$ cat config.mk
export PLATFORM = sky130hd
export DESIGN_NAME = hex_7seg_scan_driver
export DESIGN_NICKNAME = d
export VERILOG_FILES = /design/src/rtl/hex_7seg_scan_driver.sv
export SDC_FILE = /design/constraint.sdc
export NUM_CORES = 1
export LEC_CHECK = 0
export BUFFER_PORTS_ARGS = -buffer_cell sky130_fd_sc_hd__buf_4
export CAP_MARGIN = 10
export CORE_ASPECT_RATIO = 0.7
export CORE_UTILIZATION = 62
export DETAILED_ROUTE_END_ITERATION = 7
export GPL_TIMING_DRIVEN = 0
export PLACE_DENSITY = 0.95
export SYNTH_ARGS = -nofsm -noshare
export SYNTH_HDL_FRONTEND = slang
export SYNTH_SLANG_ARGS = --single-unit
$ cat constraint.sdc
create_clock -name clk -period 5.53 [get_ports clk]
set_input_delay 0.2765 -clock clk [delete_from_list [all_inputs] [get_ports clk]]
set_output_delay 0.2765 -clock clk [all_outputs]
set_load 0.01 [all_outputs]
$ cat src/rtl/hex_7seg_scan_driver.sv
// Time-multiplexed hex 7-segment scan driver with a frame-synchronous shadow register.
// Optional decimal-point support is enabled by defining HEX7SEG_DP_EN.
module hex_7seg_scan_driver #(
    parameter int DIGITS     = 4,
    parameter int CLK_DIV    = 50000,
    parameter bit ACTIVE_LOW = 1'b0
) (
    input  logic                  clk,
    input  logic                  reset,
    input  logic [4*DIGITS-1:0]   value,
    input  logic                  load,
    input  logic                  lz_blank,
`ifdef HEX7SEG_DP_EN
    input  logic [DIGITS-1:0]     dp,
    output logic                  seg_dp,
`endif
    output logic [6:0]            seg,
    output logic [DIGITS-1:0]     digit_en,
    output logic                  frame_done
);

    localparam int CW = (CLK_DIV > 1) ? $clog2(CLK_DIV) : 1;
    localparam int IW = (DIGITS > 1) ? $clog2(DIGITS) : 1;
    localparam logic [6:0]        SEG_OFF = {7{ACTIVE_LOW}};
    localparam logic [DIGITS-1:0] EN_OFF  = {DIGITS{ACTIVE_LOW}};

    if (DIGITS < 1 || DIGITS > 8 || CLK_DIV < 1) begin : g_param_check
        $error("hex_7seg_scan_driver: DIGITS must be 1..8 and CLK_DIV >= 1");
    end

    function automatic logic [6:0] hex_to_seg(input logic [3:0] nib);
        case (nib)
            4'h0: hex_to_seg = 7'h3F;
            4'h1: hex_to_seg = 7'h06;
            4'h2: hex_to_seg = 7'h5B;
            4'h3: hex_to_seg = 7'h4F;
            4'h4: hex_to_seg = 7'h66;
            4'h5: hex_to_seg = 7'h6D;
            4'h6: hex_to_seg = 7'h7D;
            4'h7: hex_to_seg = 7'h07;
            4'h8: hex_to_seg = 7'h7F;
            4'h9: hex_to_seg = 7'h6F;
            4'hA: hex_to_seg = 7'h77;
            4'hB: hex_to_seg = 7'h7C;
            4'hC: hex_to_seg = 7'h39;
            4'hD: hex_to_seg = 7'h5E;
            4'hE: hex_to_seg = 7'h79;
            default: hex_to_seg = 7'h71;
        endcase
    endfunction

    logic [CW-1:0]       div_cnt_q, div_cnt_d;
    logic [IW-1:0]       idx_q, idx_d;
    logic [4*DIGITS-1:0] shadow_q, pending_q, shifted;
    logic                pend_v_q;
    logic [6:0]          seg_q, seg_d;
    logic [DIGITS-1:0]   digit_en_q, digit_en_d;
    logic                frame_done_q;
    logic                tick, last, boundary, blank;

    always_comb begin
        tick       = (div_cnt_q == CW'(CLK_DIV - 1));
        last       = (idx_q == IW'(DIGITS - 1));
        boundary   = tick && last;
        div_cnt_d  = tick ? '0 : div_cnt_q + 1'b1;
        idx_d      = idx_q;
        if (tick) idx_d = last ? '0 : idx_q + 1'b1;
        // Digit k's nibble lands in [3:0]; an all-zero remainder means k is a leading zero.
        shifted    = shadow_q >> {idx_q, 2'b00};
        blank      = lz_blank && (idx_q != '0) && (shifted == '0);
        seg_d      = (blank ? 7'h00 : hex_to_seg(shifted[3:0])) ^ SEG_OFF;
        digit_en_d = (DIGITS'(1) << idx_q) ^ EN_OFF;
    end

    always_ff @(posedge clk) begin
        if (reset) begin
            div_cnt_q    <= '0;
            idx_q        <= '0;
            shadow_q     <= '0;
            pending_q    <= '0;
            pend_v_q     <= 1'b0;
            seg_q        <= SEG_OFF;
            digit_en_q   <= EN_OFF;
            frame_done_q <= 1'b0;
        end else begin
            div_cnt_q    <= div_cnt_d;
            idx_q        <= idx_d;
            seg_q        <= seg_d;
            digit_en_q   <= digit_en_d;
            frame_done_q <= boundary;
            if (load) pending_q <= value;
            // A load coinciding with the boundary bypasses pending straight into the new frame.
            if (boundary) begin
                if (load)          shadow_q <= value;
                else if (pend_v_q) shadow_q <= pending_q;
                pend_v_q <= 1'b0;
            end else if (load) begin
                pend_v_q <= 1'b1;
            end
        end
    end

    assign seg        = seg_q;
    assign digit_en   = digit_en_q;
    assign frame_done = frame_done_q;

`ifdef HEX7SEG_DP_EN
    logic [DIGITS-1:0] dp_pend_q, dp_shadow_q, dp_shifted;
    logic              seg_dp_q;

    always_comb dp_shifted = dp_shadow_q >> idx_q;

    always_ff @(posedge clk) begin
        if (reset) begin
            dp_pend_q   <= '0;
            dp_shadow_q <= '0;
            seg_dp_q    <= ACTIVE_LOW;
        end else begin
            seg_dp_q <= dp_shifted[0] ^ ACTIVE_LOW;
            if (load) dp_pend_q <= dp;
            if (boundary) begin
                if (load)          dp_shadow_q <= dp;
                else if (pend_v_q) dp_shadow_q <= dp_pend_q;
            end
        end
    end

    assign seg_dp = seg_dp_q;
`endif

endmodule
* Word level (Yosys, flattened, before mapping) *
Memories as Yosys holds them, arrays and structs flattened. A register that Yosys moved wholly into a read port is not among the register bits.
Index checks and enable logic that the tools add are counted.
Widths: inputs -> output; s select.

storage, ports and cells
  bits in registers = 56
  memory bits (read-only) = 112
  output and inout port bits = 12
  word-level logic and storage cells = 27
  memories kept = 1

memory list
  memory           words  width  read ports  clocked after memory_dff  wr ports  line  source
  (no name shown)  16     7      1           1                         0         32    case (nib)

cells by class
  $add $sub $neg = 2
  equality and inequality tests = 2
  shift-type cells = 2
  multiplexer cells = 3
  reduce and logical (&&, ||, !) cells = 10

operator list
  operator               number
  $mux 16                2
  $add 16x1->16 const B  1
  $eq 16x16->1 const B   1
  $logic_not 16->1       1
  $shr 16x4->16          1
  $reduce_or 2->1        3
  $reduce_bool 2->1      2
  $shl 1x2->4 const A    1
  $logic_and 1x1->1      3
  $add 2x1->2 const B    1
  $eq 2x2->1 const B     1
  $mux 2                 1
  $reduce_and 2->1       1

* Depth between registers and ports, before layout *
Gate-level depths: netlist (run 1).

  depth in word-level cells = 4
  depth in mapped cells = 8
  depth with buffers taken out = 7

* Worst setup path before layout (run 1) *
OpenSTA, ideal clock, no wires.

  path kind = register to register
  start point = register idx_q[1]
  end point = register seg_q[0], in the netlist seg[0]
  arrival time = 2553 ps
  path slack = 2790 ps
  cell stages (with the launch flop) = 8
  buffers on the path = 1
  period minus slack after synthesis = 2740 ps
  path through = dfxtp_1 > buf_2 > mux4_2 > inv_1 > ha_1 > nand4b_1 > a2111oi_0 > a2111oi_0

on the way
  cells in the longest elaborated chain, start to end = 4
  elaborated cells between the ends (all ways) = 6
  those cells by class = shift (1); reduce/logical (5)

ends and longest elaborated chain
  element                                                       line    source
  start, declared                                               53      logic [IW-1:0] idx_q, idx_d;
  start signal, assigned                                        87      idx_q <= idx_d;
  $shr 16x4->16 / $reduce_bool 2->1 (equally long branches)     69, 70
  $logic_not 16->1 / $logic_and 1x1->1 (equally long branches)  70      blank = lz_blank && (idx_q != '0) && (shifted == '0);
  $logic_and 1x1->1                                             70
  $reduce_or 2->1 (no source line)                              --
  end, declared                                                 56      logic [6:0] seg_q, seg_d;

Parallel ways exist; a longest one is shown, timed or not.
A chain may end at the register's enable or synchronous reset.

* Worst setup path in the final report (run 1) *
Same ends and word-level chain as after synthesis.

==> summary.md, run 1 <==
| Metric | Value |
|---|---|
| Top delay family on crit path | `buffers and inverters` |
| Final-report setup violation count | `0` |
| Hold Path Class | `in2reg` |
| Post-route clock skew | `8.152 ps` |
| Rows | `20` |
| Most frequent cells in the layout | `dfxtp_1 (63), nor2_1 (35), buf_4 (30), a21oi_1 (23), mux2i_1 (21)` |
| Synth Area in Compound Gates | `9.973%` |
| Worst r2r src | `idx_q[1]` |
| Placer Congestion | `0.9538` |
| Ys async rst share | `0%` |
| Post-synthesis mux area share | `10.64%` |
| Tcrit/Tclk final | `50.04%` |
| Synthesized area | `2823 um^2` |
| I/O pins | `32` |
| Detailed Route WL | `6.157 mm` |
| Worst R2R Path Depth | `8` |
| Fill cell count | `306` |
| R2r endpoint | `seg[0]` |
| Critical path required time | `5740 ps` |
| Final #Nets | `375` |
| H-tree depth | `3` |
| Drt initial violations | `133` |
| Leakage | `1.319 nW` |
| Power consumption | `1.008 mW` |
| Largest family of logic cells by synthesized area | `simple AND/OR/NAND/NOR gates` |
| Port Buffer Count | `30` |
| Max-Cap Viols | `0` |
| R2r setup slk | `2760 ps` |
| Initial antenna violation count | `0` |
| Setup crit end | `seg[0]` |
| Fin worst setup slack | `2763 ps` |
| Worst path slowest cell | `mux4_2` |
| Initial core utilization | `64.83%` |
| RSZ-0062 raised after global routing | `false` |
| Hold-fix buffers, CTS | `0` |
| Fin crit period | `2767 ps` |
| Layout area overhead | `19.55%` |
| Mapped Cells | `303` |
| Setup bufs post-CTS | `0` |
| Synth unique cells | `41` |
| Via density | `5.879` |
| Largest net degree at the start of global routing | `11` |
| WL/cell | `15.24 um` |
| YS warnings | `0` |
| Max incr delay on CP | `600 ps` |
| Root buffer cell | `clkbuf_8` |
| Antenna viol nets, final | `0` |
| Die Span Y | `58.45 um` |
| Antenna Cells | `0` |
| Non-Filler Instances | `404` |
| Data arrival, critical path | `2970 ps` |
| Total die area | `4831 um^2` |
| First-pass GRT wire length | `10.21 mm` |
| Prevailing post-synth register cell | `dfxtp_1` |
| Grt ovf | `0` |
| Final Hold Vio Count | `0` |
| Status | `complete, no violations` |
| Max-slew headroom | `50.99%` |
| PwrDens | `298.8 nW/um^2` |
| Syn nets | `333` |
| Mapped Avg Cell Area | `9.316 um^2` |
| WP depth | `8` |
| Max rail drop VDD | `0.2313 mV` |
| DRC | `0` |
| Xor and xnor area share after synthesis | `3.723%` |
| CTS clk-pin slew, worst paths | `70 ps` |
| Synth Area in Simple Gates | `21.23%` |
| Synthesized flop and latch total | `63` |
| Setup Slack @ Placement | `2804 ps` |
| Total Routing Usage GR | `29.25%` |
| Setup TNS | `0 ps` |
| Post-synth EDFFs | `0` |
| Crit path capture type | `flop` |
| Yosys top cell area share | `44.68%` |
| First-pass DRT Iterations | `5` |
| Critical path startpoint | `idx_q[1]` |
| Vias | `2,375` |
| Setup CP Type | `reg2reg` |
| Worst hold stages | `3` |
| CTS tree | `done` |
| Clock buffer depth | `2` |
| Vias in the first global route | `2,213` |
| Worst slew pin tran | `735.1 ps` |
| Final HPWL DP | `4.323 mm` |
| Worst skew pair latency | `350 ps` |
| Post-Synth Adder-Cell Area | `4.433%` |
| Register area share after synthesis | `44.68%` |
| CP bufs+invs | `3` |
| Largest cells by area after synthesis | `dfxtp_1 (45%), mux2i_1 (7.4%), nor2_1 (4.7%)` |
| Largest fanout on the critical path | `10` |
| Worst hold slack | `180.5 ps` |
| Core box area | `4354 um^2` |
| Largest area contributor in the netlist | `dfxtp_1` |
| DP Cell Count | `389` |
| Clock sink count | `63` |
| Critical Path Start Type | `flop` |
| Post-cts resize count | `0` |
| Commonest non-fill, non-tap cell in the layout | `dfxtp_1` |
| Cell breakdown of the critical path | `buf_2, mux4_2, inv_1, ha_1, nand4b_1, a2111oi_1, clkdlybuf4s15_2, a2111oi_0` |
| Die width | `82.65 um` |
| Fmax | `361.4 MHz` |
| Layout cells sized above 1 | `18.05%` |
| CTS Buf Count | `9` |
| Fin. max-slew vios | `0` |
==> sequential cells by signal, indices dropped and copies added, names as in the netlist <==
name        cells
pending_q      16
digit_en        4
seg             7
pend_v_q        1
shadow_q       16
frame_done      1
idx_q           2
div_cnt_q      16
==> cell families after synthesis <==
kind of cell	count (synthesis)
adders and majority gates	10
buffers and inverters	32
muxes	25
xor gates and xnor gates	12
and+or+nand+nor	110
AOI/OAI and AO/OA	51
DFF	63
==> through the flow <==
| stage | utilization [%] | cell area, um^2 |
|---|---|---|
| after global placement | 71.58 | 3117 |
| final | 77.50 | 3374 |
| after global routing | 77.50 | 3374 |
| after floorplan | - | 2823 |
| after CTS | 77.50 | 3374 |
| after detailed placement | 71.87 | 3129 |
==> cell type report <==
| class | count | area [um^2] | share of cell area (%) |
|---|---|---|---|
| multi-input cells | 208 | 1413 | 41.86 |
| flip-flops and latches | 63 | 1261 | 37.37 |
| repair buffers | 31 | 236.5 | 7.008 |
| clock buffers | 12 | 155.1 | 4.598 |
| plain buffers | 23 | 116.4 | 3.448 |
| clock inverters | 3 | 90.09 | 2.670 |
| well taps | 55 | 68.82 | 2.039 |
| inverters | 9 | 33.78 | 1.001 |
==> power breakdown <==
group          internal (mW)  switching [mW]  total, mW
Sequential             0.466         0.00394      0.470
Clock                  0.322           0.170      0.491
Combinational         0.0229          0.0245     0.0473
Total                  0.810           0.198       1.01
==> per-layer routing <==
metal  wire length (um)  vias up  track usage, %
met1               2667     1113           37.62
met2               2876       89           44.38
li1                   -     1153               -
met5                  0        -               0
met4                147        0           15.02
met3                465       20           9.147
==> worst min-delay path by stage <==
stage	startpoint	slack, ps	end
after global placement	div_cnt_q[0]	420	div_cnt_q[0]
after global routing	value[5]	190	pending_q[5]
after detailed placement	div_cnt_q[0]	430	div_cnt_q[0]
final	value[8]	180	pending_q[8]
after CTS	value[13]	170	pending_q[13]
after floorplan	div_cnt_q[0]	410	div_cnt_q[0]
==> cell usage after synthesis, drive strengths merged (5+ instances only) <==
cell and number:
dfxtp 63, nor2 35, a21oi 23, mux2i 21, o21ai 19, or3 19, clkbuf 13, buf 10
ha 10, inv 9, nand2 9, xor2 9, nor3 8, nor4 7, nand3 6, nand4 5
==> worst register-to-register path: stages, from the launching register on <==
cell and delay (ps):
dfxtp_1 410, buf_2 270, mux4_2 600, inv_1 150, ha_1 200, nand4b_1 110
a2111oi_1 470, clkdlybuf4s15_2 350, a2111oi_0 80
No activity file was read; power rests on OpenSTA's default activity.
==> run 2, diff against run 1 <==
--- a/config.mk
+++ b/config.mk
@@ -8,10 +8,10 @@
 export BUFFER_PORTS_ARGS = -buffer_cell sky130_fd_sc_hd__buf_4
 export CAP_MARGIN = 10
 export CORE_ASPECT_RATIO = 0.7
-export CORE_UTILIZATION = 62
+export CORE_UTILIZATION = 57
 export DETAILED_ROUTE_END_ITERATION = 7
 export GPL_TIMING_DRIVEN = 0
-export PLACE_DENSITY = 0.95
+export PLACE_DENSITY = 0.89
 export SYNTH_ARGS = -nofsm -noshare
 export SYNTH_HDL_FRONTEND = slang
 export SYNTH_SLANG_ARGS = --single-unit
==> constraint.sdc (replaced) <==
create_clock -name clk -period 2.55 [get_ports clk]
set_input_delay 0.1275 -clock clk [delete_from_list [all_inputs] [get_ports clk]]
set_output_delay 0.1275 -clock clk [all_outputs]
set_load 0.01 [all_outputs]
==> summary.md, run 2 (synthesized netlist as in run 1, its figures left out) <==
| Metric | Value |
|---|---|
| Status | `complete, but fails checks` |
| Failing checks | `design-rule violations` |
| Setup TNS | `0 ps (unchanged)` |
| Register share of total power | `50.0% (+3.4 points)` |
| Worst slew pin tran | `687.8 ps (-47.29 ps)` |
| Fmax | `414.1 MHz (+15%)` |
| Fill cell count | `361 (+18%)` |
| Biggest regs | `div_cnt_q (16), pending_q (16), shadow_q (16)` |
| Die Span Y | `60.88 um (+4.1%)` |
| Worst hold stages | `3 (unchanged)` |
| Final Hold Vio Count | `0 (unchanged)` |
| Via density | `5.605 (-4.7%)` |
| Initial core utilization | `59.03% (-5.8 points)` |
| Final-report setup violation count | `0 (unchanged)` |
| CTS clk-pin slew, worst paths | `70 ps (about the same)` |
| Tcrit/Tclk final | `94.70% (+45 points)` |
| Hold Crit Start | `value[5]` |
| Placer Congestion | `0.8914 (-6.5%)` |
| Antenna Cells | `0 (unchanged)` |
| Vias in the first global route | `2,181 (-1.4%)` |
| Data arrival, critical path | `2620 ps (-350 ps)` |
| Cell breakdown of the critical path | `buf_2, mux4_2, ha_1, and3b_1, a31o_2, a2111oi_0` |
| Hold Path Class | `in2reg` |
| Combinational share of power | `5.0% (+0.3 points)` |
| Clk pwr share | `45.0% (-3.7 points)` |
| Largest fanout on the critical path | `10 (unchanged)` |
| Worst r2r src | `idx_q[1]` |
| RSZ-0062 raised after global routing | `false` |
| First-pass GRT wire length | `9.846 mm (-3.5%)` |
| Multi-input gate area | `1430 um^2 (+1.2%)` |
| GRT Max-Usage Layer | `met2` |
| Total die area | `5242 um^2 (+8.5%)` |
| Max-Cap Viols | `0 (unchanged)` |
| Global routing usage on met1 | `31.08% (-6.5 points)` |
| Core box area | `4782 um^2 (+9.8%)` |
| Design Area, Final | `3377 um^2 (about the same)` |
| Antenna viol nets, final | `0 (unchanged)` |
| Max-slew headroom | `54.14% (+3.2 points)` |
| CTS tree | `done` |
| Root buffer cell | `clkbuf_8` |
| First-pass DRT Iterations | `6 (+1)` |
| Top delay family on crit path | `multiplexers` |
| H-tree depth | `3 (unchanged)` |
| Most frequent cells in the layout | `dfxtp_1 (63), nor2_1 (35), buf_4 (31), a21oi_1 (23), mux2i_1 (21)` |
| Cell Area, Placed | `3136 um^2 (+0.20%)` |
| Worst R2R Path Depth | `6 (-2)` |
| Psw | `424.1 uW (+110%)` |
| Leakage | `1.310 nW (-0.72%)` |
| Post-route clock skew | `9.159 ps (+1.007 ps)` |
| Non-Filler Instances | `418 (+3.5%)` |
| Max incr delay on CP | `590 ps (about the same)` |
| Final HPWL DP | `4.199 mm (-2.9%)` |
| Initial antenna violation count | `0 (unchanged)` |
| Fin util | `70.62% (-6.9 points)` |
| Fin. max-slew vios | `0 (unchanged)` |
| Critical Path Start Type | `flop` |
| Rows | `21 (+5.0%)` |
| Fin crit period | `2415 ps (-352.4 ps)` |
| DP Cell Count | `402 (+3.3%)` |
| Internal power | `1.612 mW (+99%)` |
| Worst path slowest cell | `mux4_2` |
| CTS Buf Count | `9 (unchanged)` |
| CP bufs+invs | `1 (-2)` |
| Hold EP | `pending_q[5]` |
| Met2 global-route usage | `39.46% (-4.9 points)` |
| FF+latch area | `1261 um^2 (unchanged)` |
| Detailed Route WL | `5.933 mm (-3.6%)` |
| Die width | `86.11 um (+4.2%)` |
| Max rail drop VDD | `0.5137 mV (+120%)` |
| Commonest non-fill, non-tap cell in the layout | `dfxtp_1` |
| Sw frac | `20.83% (+1.2 points)` |
| Vias | `2,343 (-1.3%)` |
| Port Buffer Count | `30 (unchanged)` |
| Layout cells sized above 1 | `18.62% (+0.57 points)` |
| R2r setup slk | `140 ps (-2630 ps)` |
| Met3 usage | `10.61% (+1.5 points)` |
| Layout area overhead | `19.64% (about the same)` |
| Critical path required time | `2760 ps (-2980 ps)` |
| Worst skew pair latency | `340 ps (about the same)` |
| Final #Nets | `375 (unchanged)` |
| Drt initial violations | `233 (+75%)` |
| Largest net degree at the start of global routing | `11 (unchanged)` |
| Setup CP Type | `reg2reg` |
| DRC | `2 (+2)` |
| PwrDens | `602.9 nW/um^2 (+100%)` |
| Hold-fix buffers, CTS | `0 (unchanged)` |
| Total Routing Usage GR | `25.00% (-4.3 points)` |
| Clock sink count | `63 (unchanged)` |
| Grt ovf | `0 (unchanged)` |
| Crit path capture type | `flop` |
| WL/cell | `14.19 um (-6.9%)` |
| R2r endpoint | `seg[0]` |
| I/O pins | `32 (unchanged)` |
| Clock buffer depth | `2 (unchanged)` |
run 2: final cells by class:
cell class,instances,area share (%)
Inverter,9,1.000
Clock buffer,13,5.298
Tap cell,69,2.557
Buffer,23,3.446
Timing Repair Buffer,31,6.891
Sequential cell,63,37.35
Clock inverter,2,1.112
Multi-Input combinational cell,208,42.35
run 2: repair_timing:
| item | CTS | global route |
|---|---|---|
| pin swaps | 0 | 1 |
| gates resized for setup | 2 | 0 |
| buffers inserted | 0 | 1 |
| setup endpoints to repair | 7 | 7 |
run 2: power by group through the flow:
stage / Clock, mW / Sequential, mW / Combinational, mW
final: 0.917 / 1.02 / 0.101
after global routing: 0.981 / 1.02 / 0.113
after CTS: 0.933 / 1.02 / 0.102
after detailed placement: 0 / 1.04 / 0.101
after global placement: 0 / 1.04 / 0.0984
after floorplan: 0 / 1.04 / 0.0532
run 2: worst max-delay path by stage:
stage / start / end / slack, ps / cells past startpoint
finish: idx_q[1] / seg[0] / 140 / 6
global route: idx_q[1] / seg[4] / 10 / 8
CTS: idx_q[1] / seg[0] / 30 / 7
detailed placement: idx_q[1] / seg[0] / -520 / 7
global placement: idx_q[1] / seg[0] / -430 / 7
floorplan: idx_q[1] / seg[0] / 30 / 7
run 2: per-layer routing:
metal / part of all wire, % / vias up
met5: 0 / -
met4: 1.8 / 0
met3: 7.4 / 14
met2: 45 / 80
met1: 46 / 1094
li1: - / 1155
run 2: tightest hold or removal path, cell delays in order:
cell and delay, ps:
buf_4 80, mux2i_1 70, nor2_1 70
run 2: through the flow:
stage | hold slack [ps] | total power [mW] | worst slack (ps)
2_1_floorplan | 286.0 | 1.095 | 32.86
3_3_place_gp | 383.1 | 1.138 | -425.5
3_5_place_dp | 388.4 | 1.142 | -522.9
4_1_cts | 28.51 | 2.054 | 33.42
5_1_grt | 36.48 | 2.113 | 12.47
6_report | 39.08 | 2.036 | 135.1
==> run 3, diff against run 2 <==
--- a/config.mk
+++ b/config.mk
@@ -5,13 +5,15 @@
 export SDC_FILE = /design/constraint.sdc
 export NUM_CORES = 1
 export LEC_CHECK = 0
+export ABC_CLOCK_PERIOD_IN_PS = 2550
 export BUFFER_PORTS_ARGS = -buffer_cell sky130_fd_sc_hd__buf_4
 export CAP_MARGIN = 10
 export CORE_ASPECT_RATIO = 0.7
-export CORE_UTILIZATION = 57
+export CORE_UTILIZATION = 60
+export CTS_BUF_LIST = sky130_fd_sc_hd__clkbuf_2
 export DETAILED_ROUTE_END_ITERATION = 7
 export GPL_TIMING_DRIVEN = 0
-export PLACE_DENSITY = 0.89
+export PLACE_DENSITY = 0.93
 export SYNTH_ARGS = -nofsm -noshare
 export SYNTH_HDL_FRONTEND = slang
 export SYNTH_SLANG_ARGS = --single-unit
==> summary.md, run 3 (synthesized netlist as in run 1, its figures left out) <==
| Metric | Value |
|---|---|
| Layout cells sized above 1 | `17.81% (-0.82 points)` |
| I/O pins | `32 (unchanged)` |
| Via density | `5.926 (+5.7%)` |
| Worst R2R Path Depth | `7 (+1)` |
| R2r endpoint | `seg[4]` |
| DP Cell Count | `388 (-3.5%)` |
| Failing checks | `design-rule violations` |
| Drt initial violations | `197 (-15%)` |
| Final #Nets | `390 (+4.0%)` |
| Max-slew headroom | `54.02% (-0.12 points)` |
| Setup bufs post-CTS | `0 (unchanged)` |
| Most frequent cells in the layout | `dfxtp_1 (62), nor2_1 (35), buf_4 (30), a21oi_1 (23), mux2i_1 (21)` |
| Antenna viol nets, final | `0 (unchanged)` |
| Setup crit end | `seg[4]` |
| Vias in the first global route | `2,395 (+9.8%)` |
| Critical Path Start Type | `flop` |
| Post-route clock skew | `21.78 ps (+12.62 ps)` |
| Global routing usage on met1 | `38.18% (+7.1 points)` |
| Biggest regs | `div_cnt_q (16), pending_q (16), shadow_q (16)` |
| Core box area | `4429 um^2 (-7.4%)` |
| Sw frac | `25.01% (+4.2 points)` |
| Rows | `20 (-4.8%)` |
| Largest fanout on the critical path | `10 (unchanged)` |
| Setup TNS | `0 ps (unchanged)` |
| Fin crit period | `2404 ps (-10.94 ps)` |
| Die Span Y | `59.39 um (-2.4%)` |
| Status | `complete, but fails checks` |
| Fin. max-slew vios | `0 (unchanged)` |
| Clk pwr share | `34.0% (-11 points)` |
| Max rail drop VDD | `0.3777 mV (-26%)` |
| Antenna Cells | `0 (unchanged)` |
| H-tree depth | `3 (unchanged)` |
| Placer Congestion | `0.9419 (+5.7%)` |
| CTS clk-pin slew, worst paths | `170 ps (+100 ps)` |
| PwrDens | `507.9 nW/um^2 (-16%)` |
| Critical path startpoint | `idx_q[0]` |
| Grt ovf | `0 (unchanged)` |
| Layout area overhead | `20.97%` |
| Total die area | `4987 um^2 (-4.9%)` |
| Tcrit/Tclk final | `94.27% (-0.43 points)` |
| Initial core utilization | `63.73% (+4.7 points)` |
| Clock buffer depth | `2 (unchanged)` |
| R2r setup slk | `150 ps (about the same)` |
| GRT Max-Usage Layer | `met2` |
| Port Buffer Count | `30 (unchanged)` |
| Detailed Route WL | `6.808 mm (+15%)` |
| Root buffer cell | `clkbuf_2` |
| Met3 usage | `8.357% (-2.3 points)` |
| Largest net degree at the start of global routing | `12 (+1)` |
| Design Area, Final | `3415 um^2 (+1.1%)` |
| WL/cell | `16.21 um (+14%)` |
| Die width | `83.98 um (-2.5%)` |
| First-pass DRT Iterations | `7 (+1)` |
| Crit path capture type | `flop` |
| Worst r2r src | `idx_q[0]` |
| Internal power | `1.301 mW (-19%)` |
| CTS Buf Count | `9 (unchanged)` |
| Leakage | `1.324 nW (+1.1%)` |
| Hold Path Class | `in2reg` |
| Final-report setup violation count | `0 (unchanged)` |
| Final Hold Vio Count | `0 (unchanged)` |
| Critical path required time | `2940 ps (+180 ps)` |
| Non-Filler Instances | `420 (+0.48%)` |
| Worst slew pin tran | `689.7 ps (+1.830 ps)` |
| Commonest non-fill, non-tap cell in the layout | `dfxtp_1` |
| Combinational share of power | `7.1% (+2.1 points)` |
| Data arrival, critical path | `2800 ps (+180 ps)` |
| DRC | `4 (+2)` |
| CTS tree | `done` |
| Worst skew pair latency | `520 ps (+180 ps)` |
| Initial antenna violation count | `0 (unchanged)` |
| Setup CP Type | `reg2reg` |
| First-pass GRT wire length | `11.48 mm (+17%)` |
| Max-Cap Viols | `0 (unchanged)` |
| Clock sink count | `63 (unchanged)` |
| Psw | `433.8 uW (+2.3%)` |
| Fmax | `416.0 MHz (+0.46%)` |
| Met2 global-route usage | `53.16% (+14 points)` |
| Total Routing Usage GR | `30.64% (+5.6 points)` |
| Cell Area, Placed | `3118 um^2 (-0.56%)` |
| Register share of total power | `58.8% (+8.8 points)` |
| Final HPWL DP | `4.413 mm (+5.1%)` |
| Vias | `2,489 (+6.2%)` |
[run 3: cell types whose count changed in the layout (fill, tap and decap cells not counted), sizes merged]
| cell | delta |
|---|---|
| dlygate4sd3 | +16 |
| buf | -3 |
| clkbuf | -1 |
| clkinv | +2 |
| clkinvlp | +2 |
[run 3: power groups by stage]
| stage | Clock, mW | Combinational, mW | Sequential, mW |
|---|---|---|---|
| after floorplan | 0 | 0.0532 | 1.04 |
| after global placement | 0 | 0.0976 | 1.04 |
| after detailed placement | 0 | 0.103 | 1.04 |
| after CTS | 0.597 | 0.123 | 1.02 |
| after global routing | 0.640 | 0.136 | 1.02 |
| final | 0.590 | 0.124 | 1.02 |
[run 3: timing repair]
action | in CTS | in global routing
hold buffers | 16 | 0
hold endpoints to repair | 16 | 0
endpoints found under the setup margin | 7 | 7
gates resized for setup | 2 | 4
pin swaps | 0 | 1
[run 3: worst min-delay path by stage]
stage / depth (start not counted) / from / to / slack, ps
after floorplan: 2 / value[12] / pending_q[12] / 290
after global placement: 3 / value[9] / pending_q[9] / 380
after detailed placement: 3 / value[0] / pending_q[0] / 400
after CTS: 4 / reset / div_cnt_q[2] / 20
after global routing: 4 / reset / div_cnt_q[2] / 60
final: 4 / reset / div_cnt_q[13] / 40
[run 3: layout make-up]
type                    instances  area [um^2]
plain buffers                  23        121.4
clock buffers                  10        50.05
clock inverters                 6        61.31
fillers                       316         1015
inverters                       9        33.78
multi-input cells             208         1431
flip-flops and latches         63         1262
well taps                      55        68.82
repair buffers                 46        385.4
[run 3: critical path: stages (launching register included)]
cell	delay [ps]
dfxtp_1	410
clkbuf_4	230
mux4_2	580
inv_1	160
ha_1	200
nand4b_1	150
a2111oi_4	430
a2111oi_0	130
[run 3: through the flow]
step	power (mW)	hold WS, ps	util (%)	setup slack (ps)
floorplan	1.095	286.0	-	32.86
global placement	1.137	382.6	70.40	-432.1
detailed placement	1.144	396.7	70.40	-483.8
CTS	1.739	21.02	76.92	35.28
global route	1.800	61.02	77.09	-3.950
finish	1.734	35.72	77.09	146.1
[run 3: layer usage]
| layer | vias up | share of wire (%) |
|---|---|---|
| met5 | - | 0 |
| met4 | 0 | 2.0 |
| met3 | 16 | 6.7 |
| met2 | 95 | 48 |
| met1 | 1194 | 43 |
| li1 | 1184 | - |
